<file path="config.mk">
export PLATFORM = sky130hd
export DESIGN_NAME = cdc_handshake_tx
export DESIGN_NICKNAME = d
export VERILOG_FILES = /design/src/rtl/cdc_hs_pkg.sv /design/src/rtl/cdc_sync_bit.sv /design/src/rtl/cdc_handshake_tx.sv
export SDC_FILE = /design/constraint.sdc
export NUM_CORES = 1
export LEC_CHECK = 0
export CAP_MARGIN = 30
export CORE_ASPECT_RATIO = 1.5
export CORE_MARGIN = 4
export CORE_UTILIZATION = 35
export DETAILED_ROUTE_END_ITERATION = 12
export MAX_ROUTING_LAYER = met4
export SLEW_MARGIN = 20
export SYNTH_ARGS = -nofsm -noshare
export SYNTH_HDL_FRONTEND = slang
export SYNTH_SLANG_ARGS = --single-unit
</file>
<file path="constraint.sdc">
create_clock -name clk_a -period 2.46 [get_ports clk_a]
set_input_delay 0.369 -clock clk_a [delete_from_list [all_inputs] [get_ports clk_a]]
set_output_delay 0.369 -clock clk_a [all_outputs]
set_load 0.02 [all_outputs]
</file>
<file path="src/rtl/cdc_hs_pkg.sv">
// Shared types and defaults for the toggle-handshake source block and its synchronizer.
package cdc_hs_pkg;

  typedef enum logic [1:0] {
    IDLE   = 2'd0,
    WAIT   = 2'd1,
    RESYNC = 2'd2
  } state_t;

  localparam int DEF_DATA_W      = 4;
  localparam int DEF_SYNC_STAGES = 2;
  localparam int DEF_TIMEOUT     = 255;

  // A disabled (0) or single-cycle timeout still needs a one-bit counter.
  function automatic int cnt_width(input int timeout);
    return (timeout < 2) ? 1 : $clog2(timeout + 1);
  endfunction

endpackage

</file>
<file path="src/rtl/cdc_sync_bit.sv">
// Multi-flop single-bit synchronizer with async active-low reset to 0.
module cdc_sync_bit #(
  parameter int SYNC_STAGES = 2
) (
  input  logic clk,
  input  logic arstn,
  input  logic d,
  output logic q
);

  logic [SYNC_STAGES-1:0] ff;

  always_ff @(posedge clk or negedge arstn) begin
    if (!arstn) ff <= '0;
    else        ff <= {ff[SYNC_STAGES-2:0], d};
  end

  assign q = ff[SYNC_STAGES-1];

endmodule

</file>
<file path="src/rtl/cdc_handshake_tx.sv">
// Source side of a toggle req/ack word handshake from clk_a into clk_b,
// with a sticky timeout flag for a receiver that never answers.
module cdc_handshake_tx
  import cdc_hs_pkg::*;
#(
  parameter int DATA_W      = DEF_DATA_W,
  parameter int SYNC_STAGES = DEF_SYNC_STAGES,
  parameter int TIMEOUT     = DEF_TIMEOUT
) (
  input  logic              clk_a,
  input  logic              arstn,
  input  logic [DATA_W-1:0] s_data,
  input  logic              s_valid,
  output logic              s_ready,
  output logic [DATA_W-1:0] tx_data,
  output logic              tx_req,
  input  logic              rx_ack,
  output logic              done,
  output logic              busy,
  output logic              err,
  input  logic              err_clr,
  output state_t            dbg_state
);

  // Handshake: a word moves when s_valid && s_ready are both high at a rising
  // clk_a edge; s_valid without s_ready is ignored and s_data may change freely.

  localparam int CNT_W = cnt_width(TIMEOUT);
  localparam logic [CNT_W-1:0] CNT_MAX  = CNT_W'(TIMEOUT);
  localparam logic [CNT_W-1:0] CNT_LAST = CNT_W'((TIMEOUT > 0) ? TIMEOUT - 1 : 0);

  state_t           state;
  logic             ack_s;
  logic             in_phase;
  logic [CNT_W-1:0] cnt;

  cdc_sync_bit #(.SYNC_STAGES(SYNC_STAGES)) u_ack_sync (
    .clk   (clk_a),
    .arstn (arstn),
    .d     (rx_ack),
    .q     (ack_s)
  );

  assign in_phase  = (ack_s == tx_req);
  assign s_ready   = (state == IDLE) && in_phase;
  assign dbg_state = state;

  always_ff @(posedge clk_a or negedge arstn) begin
    if (!arstn) begin
      state   <= IDLE;
      tx_data <= '0;
      tx_req  <= 1'b0;
      done    <= 1'b0;
      busy    <= 1'b0;
      err     <= 1'b0;
      cnt     <= '0;
    end else begin
      done <= 1'b0;
      // A timeout landing in the same cycle as err_clr wins (assigned later).
      if (err_clr) err <= 1'b0;
      case (state)
        IDLE: begin
          if (s_valid && in_phase) begin
            tx_data <= s_data;
            tx_req  <= ~tx_req;
            cnt     <= '0;
            busy    <= 1'b1;
            state   <= WAIT;
          end else if (!in_phase) begin
            busy  <= 1'b1;
            state <= RESYNC;
          end
        end
        WAIT: begin
          if (cnt != CNT_MAX) cnt <= cnt + CNT_W'(1);
          if (TIMEOUT != 0 && cnt == CNT_LAST) err <= 1'b1;
          if (in_phase) begin
            done  <= 1'b1;
            busy  <= 1'b0;
            state <= IDLE;
          end
        end
        RESYNC: begin
          // Receiver ack was out of phase after a one-sided reset; no done.
          if (in_phase) begin
            busy  <= 1'b0;
            state <= IDLE;
          end
        end
        default: begin
          busy  <= 1'b0;
          state <= IDLE;
        end
      endcase
    end
  end

endmodule

</file>
---- After elaboration in Yosys (flattened, before gate mapping) ----
Index checks and enable logic that the tools add are counted.
Widths: inputs -> output; s select.
cells by class
  add/subtract/negate cells ............... 1
  reductions and logical operators ........ 8
  bitwise operators ....................... 1
  eq/ne operators ......................... 9
  multiplexer cells ....................... 16
operators by type and width
  operator             count
  $mux 8               2
  $pmux 8 s2           1
  $add 8x1->8 const B  1
  $eq 8x8->1 const B   1
  $mux 1               8
  $ne 8x8->1 const B   1
  $mux 2               3
  $ne 2x1->1 const B   2
  $pmux 2 s2           1
  $reduce_and 2->1     2
  $ne 3x2->1 const B   1
  $reduce_and 3->1     1
  $eq 2x1->1 const B   1
  $eq 2x2->1 const B   1
  $logic_and 1x1->1    2
  $logic_not 2->1      1
  $ne 2x2->1 const B   1
  $pmux 1 s2           1
  $reduce_bool 2->1    1
  $reduce_or 2->1      1
  $eq 1x1->1           1
  $not 1->1            1
storage, ports and cells
  register bits after elaboration ......... 20
  logic and storage cells ................. 43

---- Longest topological paths before layout ----
  depth after elaboration ................. 4
  gate-level depth with buffers ........... 6

---- Cells and area by module ----
Synthesis repeated with hierarchy kept, for this count alone.
second synthesis, totals
  cell total of the unflattened synthesis .. 95
  area total of the unflattened synthesis .. 1,033.5 µm²
modules (own cells, without submodules)
  module            area each (µm²)  cells an instance  times used  seq. area each (µm²)
  cdc_handshake_tx  983.4            93                 1           450.4
  cdc_sync_bit      50.0             2                  1           50.0

---- Least setup slack after synthesis ----
Ideal clock, no wire load.
  kind .................................... register -> register
  start point ............................. register state[1] (netlist: dbg_state[1])
  end point ............................... register cnt[2]
  setup time .............................. 118 ps
  data required time ...................... 2,342 ps
  buffers on the path ..................... 0
  clock period less this slack ............ 1,717 ps
  arrival ................................. 1,599 ps
  stages on the path, launching flop included .. 7
  slack ................................... 743 ps
  cell sequence ........................... dfrtp_1 > inv_1 > ha_1 > nor2b_1 > a31oi_1 > o221ai_1 > a21o_1
between the ends
  longest elaborated chain between the ends .. 3
  elaborated cells between the ends (all ways) .. 7
  classes of those cells .................. eq/ne: 3; mux: 1; reduce/logical: 3
RTL lines
  item                                                 RTL line                text
  start, declared                                      cdc_handshake_tx.sv:32  state_t state;
  start signal, assigned                               cdc_handshake_tx.sv:50  state <= IDLE;
  start signal, assigned                               cdc_handshake_tx.sv:68  state <= WAIT;
  start signal, assigned                               cdc_handshake_tx.sv:71  state <= RESYNC;
  $eq 2x1->1 or $logic_not 2->1 (tied branches)        cdc_handshake_tx.sv:61  case (state)
  $ne 2x2->1 (no source line) (tied with other cells)  -
  $reduce_and 3->1 (no source line)                    -
  end signal, assigned                                 cdc_handshake_tx.sv:75  if (cnt != CNT_MAX) cnt <= cnt + CNT_W'(1);
  end, declared                                        cdc_handshake_tx.sv:35  logic [CNT_W-1:0] cnt;
Parallel ways exist; a longest one is shown, timed or not.
A chain may end at the register's enable or synchronous reset.

---- Worst setup path after layout ----
  start point ............................. register tx_req
  end point ............................... output s_ready
between the ends
  longest elaborated chain between the ends .. 2
RTL lines
  item                    RTL line                text
  start, declared         cdc_handshake_tx.sv:16  output logic tx_req,
  start signal, assigned  cdc_handshake_tx.sv:65  tx_req <= ~tx_req;
  $eq 1x1->1              cdc_handshake_tx.sv:44  assign in_phase = (ack_s == tx_req);
  $logic_and 1x1->1       cdc_handshake_tx.sv:45  assign s_ready = (state == IDLE) && in_phase;
  end, declared           cdc_handshake_tx.sv:14  output logic s_ready,
Every way passes these cells.

==> flow_summary.ini <==
[global_route]
grt_pass1_wl_um = 3730
grt.total_usage_pct = 12.9
antenna_found_initial = 0
grt_max_degree = 21
grt_pass1_vias = 849
overflow = 0

[sta]
setup_viol = 0
tightest_slew_ns = 0.447
setup_tns_ns = 0
fmax_mhz = 447
final-hold-violation-count = 0
slew_headroom_pct = 70.0
timing.final.crit_share_pct = 91.0
grt_setup_unrepaired = false
drv_slew = 0
skew_ns = 0.00324
min_period_ns = 2.24

[setup_path]
r2r-end = cnt[3]
r2r_start = dbg_state[1]
crit_buf_inv = 1
cp.required_ns = 2.09
r2r_cells = 6
critical_path.max_stage_delay_ns = 0.60
reg2reg_slack_ns = 0.61
crit_family = buffers and inverters
cp_data_arrival_time_ns = 1.87
endpoint_kind = output port
start_kind = flop
crit_chain = xnor2_2 -> and2_2 -> clkdlybuf4s50_1
cp_slowest_cell = clkdlybuf4s50_1
crit_path_max_fanout = 8
worstSetupPathType = reg2out
crit_cells = 3
endpoint = s_ready
crit_path_start = tx_req

[place]
dp_hpwl_um = 1650
numPortBuffers = 19
routabilityCongestion = 0.803

[synth]
syn_area_per_cell_um2 = 9.83
synth_area_um2 = 1010
synthArstFlopShare_pct = 100
syn_nets = 116
yosysSeqAreaShare_pct = 49.4
synthSimpleGateAreaFrac_pct = 19.7
netlist_instances = 103
ys_warn_count = 0
synthAdderAreaFrac_pct = 4.94
synth_top_family_by_area = simple AND/OR/NAND/NOR gates
ys_seq_elements = 20
yosys.area.top_type = dfrtp_1
yosys.area_share.xor_xnor_pct = 4.20
muxShareOfSynthArea_pct = 0
yosysUniqueCellTypes = 31
synth.area.top_cells = dfrtp_1 (49%), nand2_1 (7.4%), ha_1 (4.9%)
synth_edf_count = 0
synth_compound_area_share_pct = 18.4
synth_flop_cell = dfrtp_1
yosys.area.top_type_share_pct = 49.4
synth_commonest_cells = dfrtp_1 (20), nand2_1 (20), a21oi_1 (8), nand3_1 (8), inv_1 (6)

[clock_network]
ctsResizeCount = 0
cts_sinks = 20
clockBufferDepth = 2
cts_tree = yes
post_cts_buffers = 0
htreeDepth = 1
clockRootBuffer = clkbuf_8
clock_latency_ns = 0.25
clkTransAtPathRegs_ns = 0.07
cts_buffers = 3
holdBufCountCts = 0

[floorplanning]
coreArea_um2 = 2730
std_cell_rows = 23
pin_count = 20
die_y_um = 73.9
die_w_um = 51.9
initial_utilization_pct = 37.0
die_area_um2 = 3830

[drt]
drt_wl_total_um = 2120
drtAntennaViolNets = 0
num_vias = 836
drc = 0
drtIter0Drc = 27
wl_per_cell_um = 13.0
first_pass_iters = 4
via_per_inst = 5.13

[worst_hold_path]
hp-class = reg2reg

[power_and_ir_drop]
power_density_nw_per_um2 = 1100
vdd_drop_max_mv = 0.585
leakage_nw = 0.572

[layout]
diodes = 0
area_growth_pct = 28.4
nets = 140
final_core_util_pct = 47.6
drive_gt1_share_pct = 9.52

[flow_run]
maxCapViolCount = 0

[run_status]
status = completed
## state kept, by name, indices dropped and copies added, names as in the netlist
signal         flops
cnt                8
tx_data            4
dbg_state          2
u_ack_sync.ff      2
busy               1
done               1
err                1
tx_req             1
## metrics by stage
stage	setup slack, ns	power [W]	hold WS [ns]	instance area (µm²)	instances
CTS	0.214	0.00144	0.365	1300	163
finish	0.221	0.00142	0.362	1300	163
global placement	0.541	0.00117	0.339	1240	159
floorplan	0.743	0.000938	0.0734	1010	103
detailed placement	0.499	0.00119	0.337	1240	159
global route	0.122	0.00154	0.379	1300	163
## metal layers
metal	track usage (%)	vias up	routed length (µm)
met5	-	-	0
met4	3.50	0	7
met3	2.64	2	86
met2	21.7	19	1100
met1	15.4	403	925
li1	-	412	-
## layout make-up
type,count,area (µm²)
fillers,250,1430
flip-flops and latches,20,500
multi-input cells,76,478
repair buffers,20,198
clock buffers,4,55.1
well taps,37,46.3
inverters,6,22.5
## power by group
part	internal [W]	leakage, nW	switching (W)
registers	0.000424	0.259	0.0000774
logic	0.000303	0.284	0.000374
clock network	0.000142	0.0288	0.000104
total	0.000869	0.572	0.000556
## worst min-delay path by stage
stage	from	depth (start not counted)	end	slack, ns
2_1_floorplan	arstn	0	busy	0.07
3_3_place_gp	u_ack_sync.ff[0]	0	u_ack_sync.ff[1]	0.34
3_5_place_dp	u_ack_sync.ff[0]	0	u_ack_sync.ff[1]	0.34
4_1_cts	u_ack_sync.ff[0]	0	u_ack_sync.ff[1]	0.37
5_1_grt	u_ack_sync.ff[0]	0	u_ack_sync.ff[1]	0.38
6_report	u_ack_sync.ff[0]	0	u_ack_sync.ff[1]	0.36
## cell usage in the layout (no fill, tap or decap), types with 4 or more instances in the layout
cell,n
clkbuf_8,4
nand2_1,20
ha_1,4
nand3_1,8
clkdlybuf4s50_1,19
dfrtp_1,20
a21oi_1,8
inv_1,6
o21ai_0,5
## logic make-up (layout without fill, tap and decap cells)
kind of cell               Yosys count  count (layout)
AOI/OAI and AO/OA                   28              28
DFF                                 20              20
xor gates and xnor gates             4               4
buffers and inverters                7              30
adders and majority gates            4               4
and+or+nand+nor                     40              40
Power figures use the tool's default switching activity.
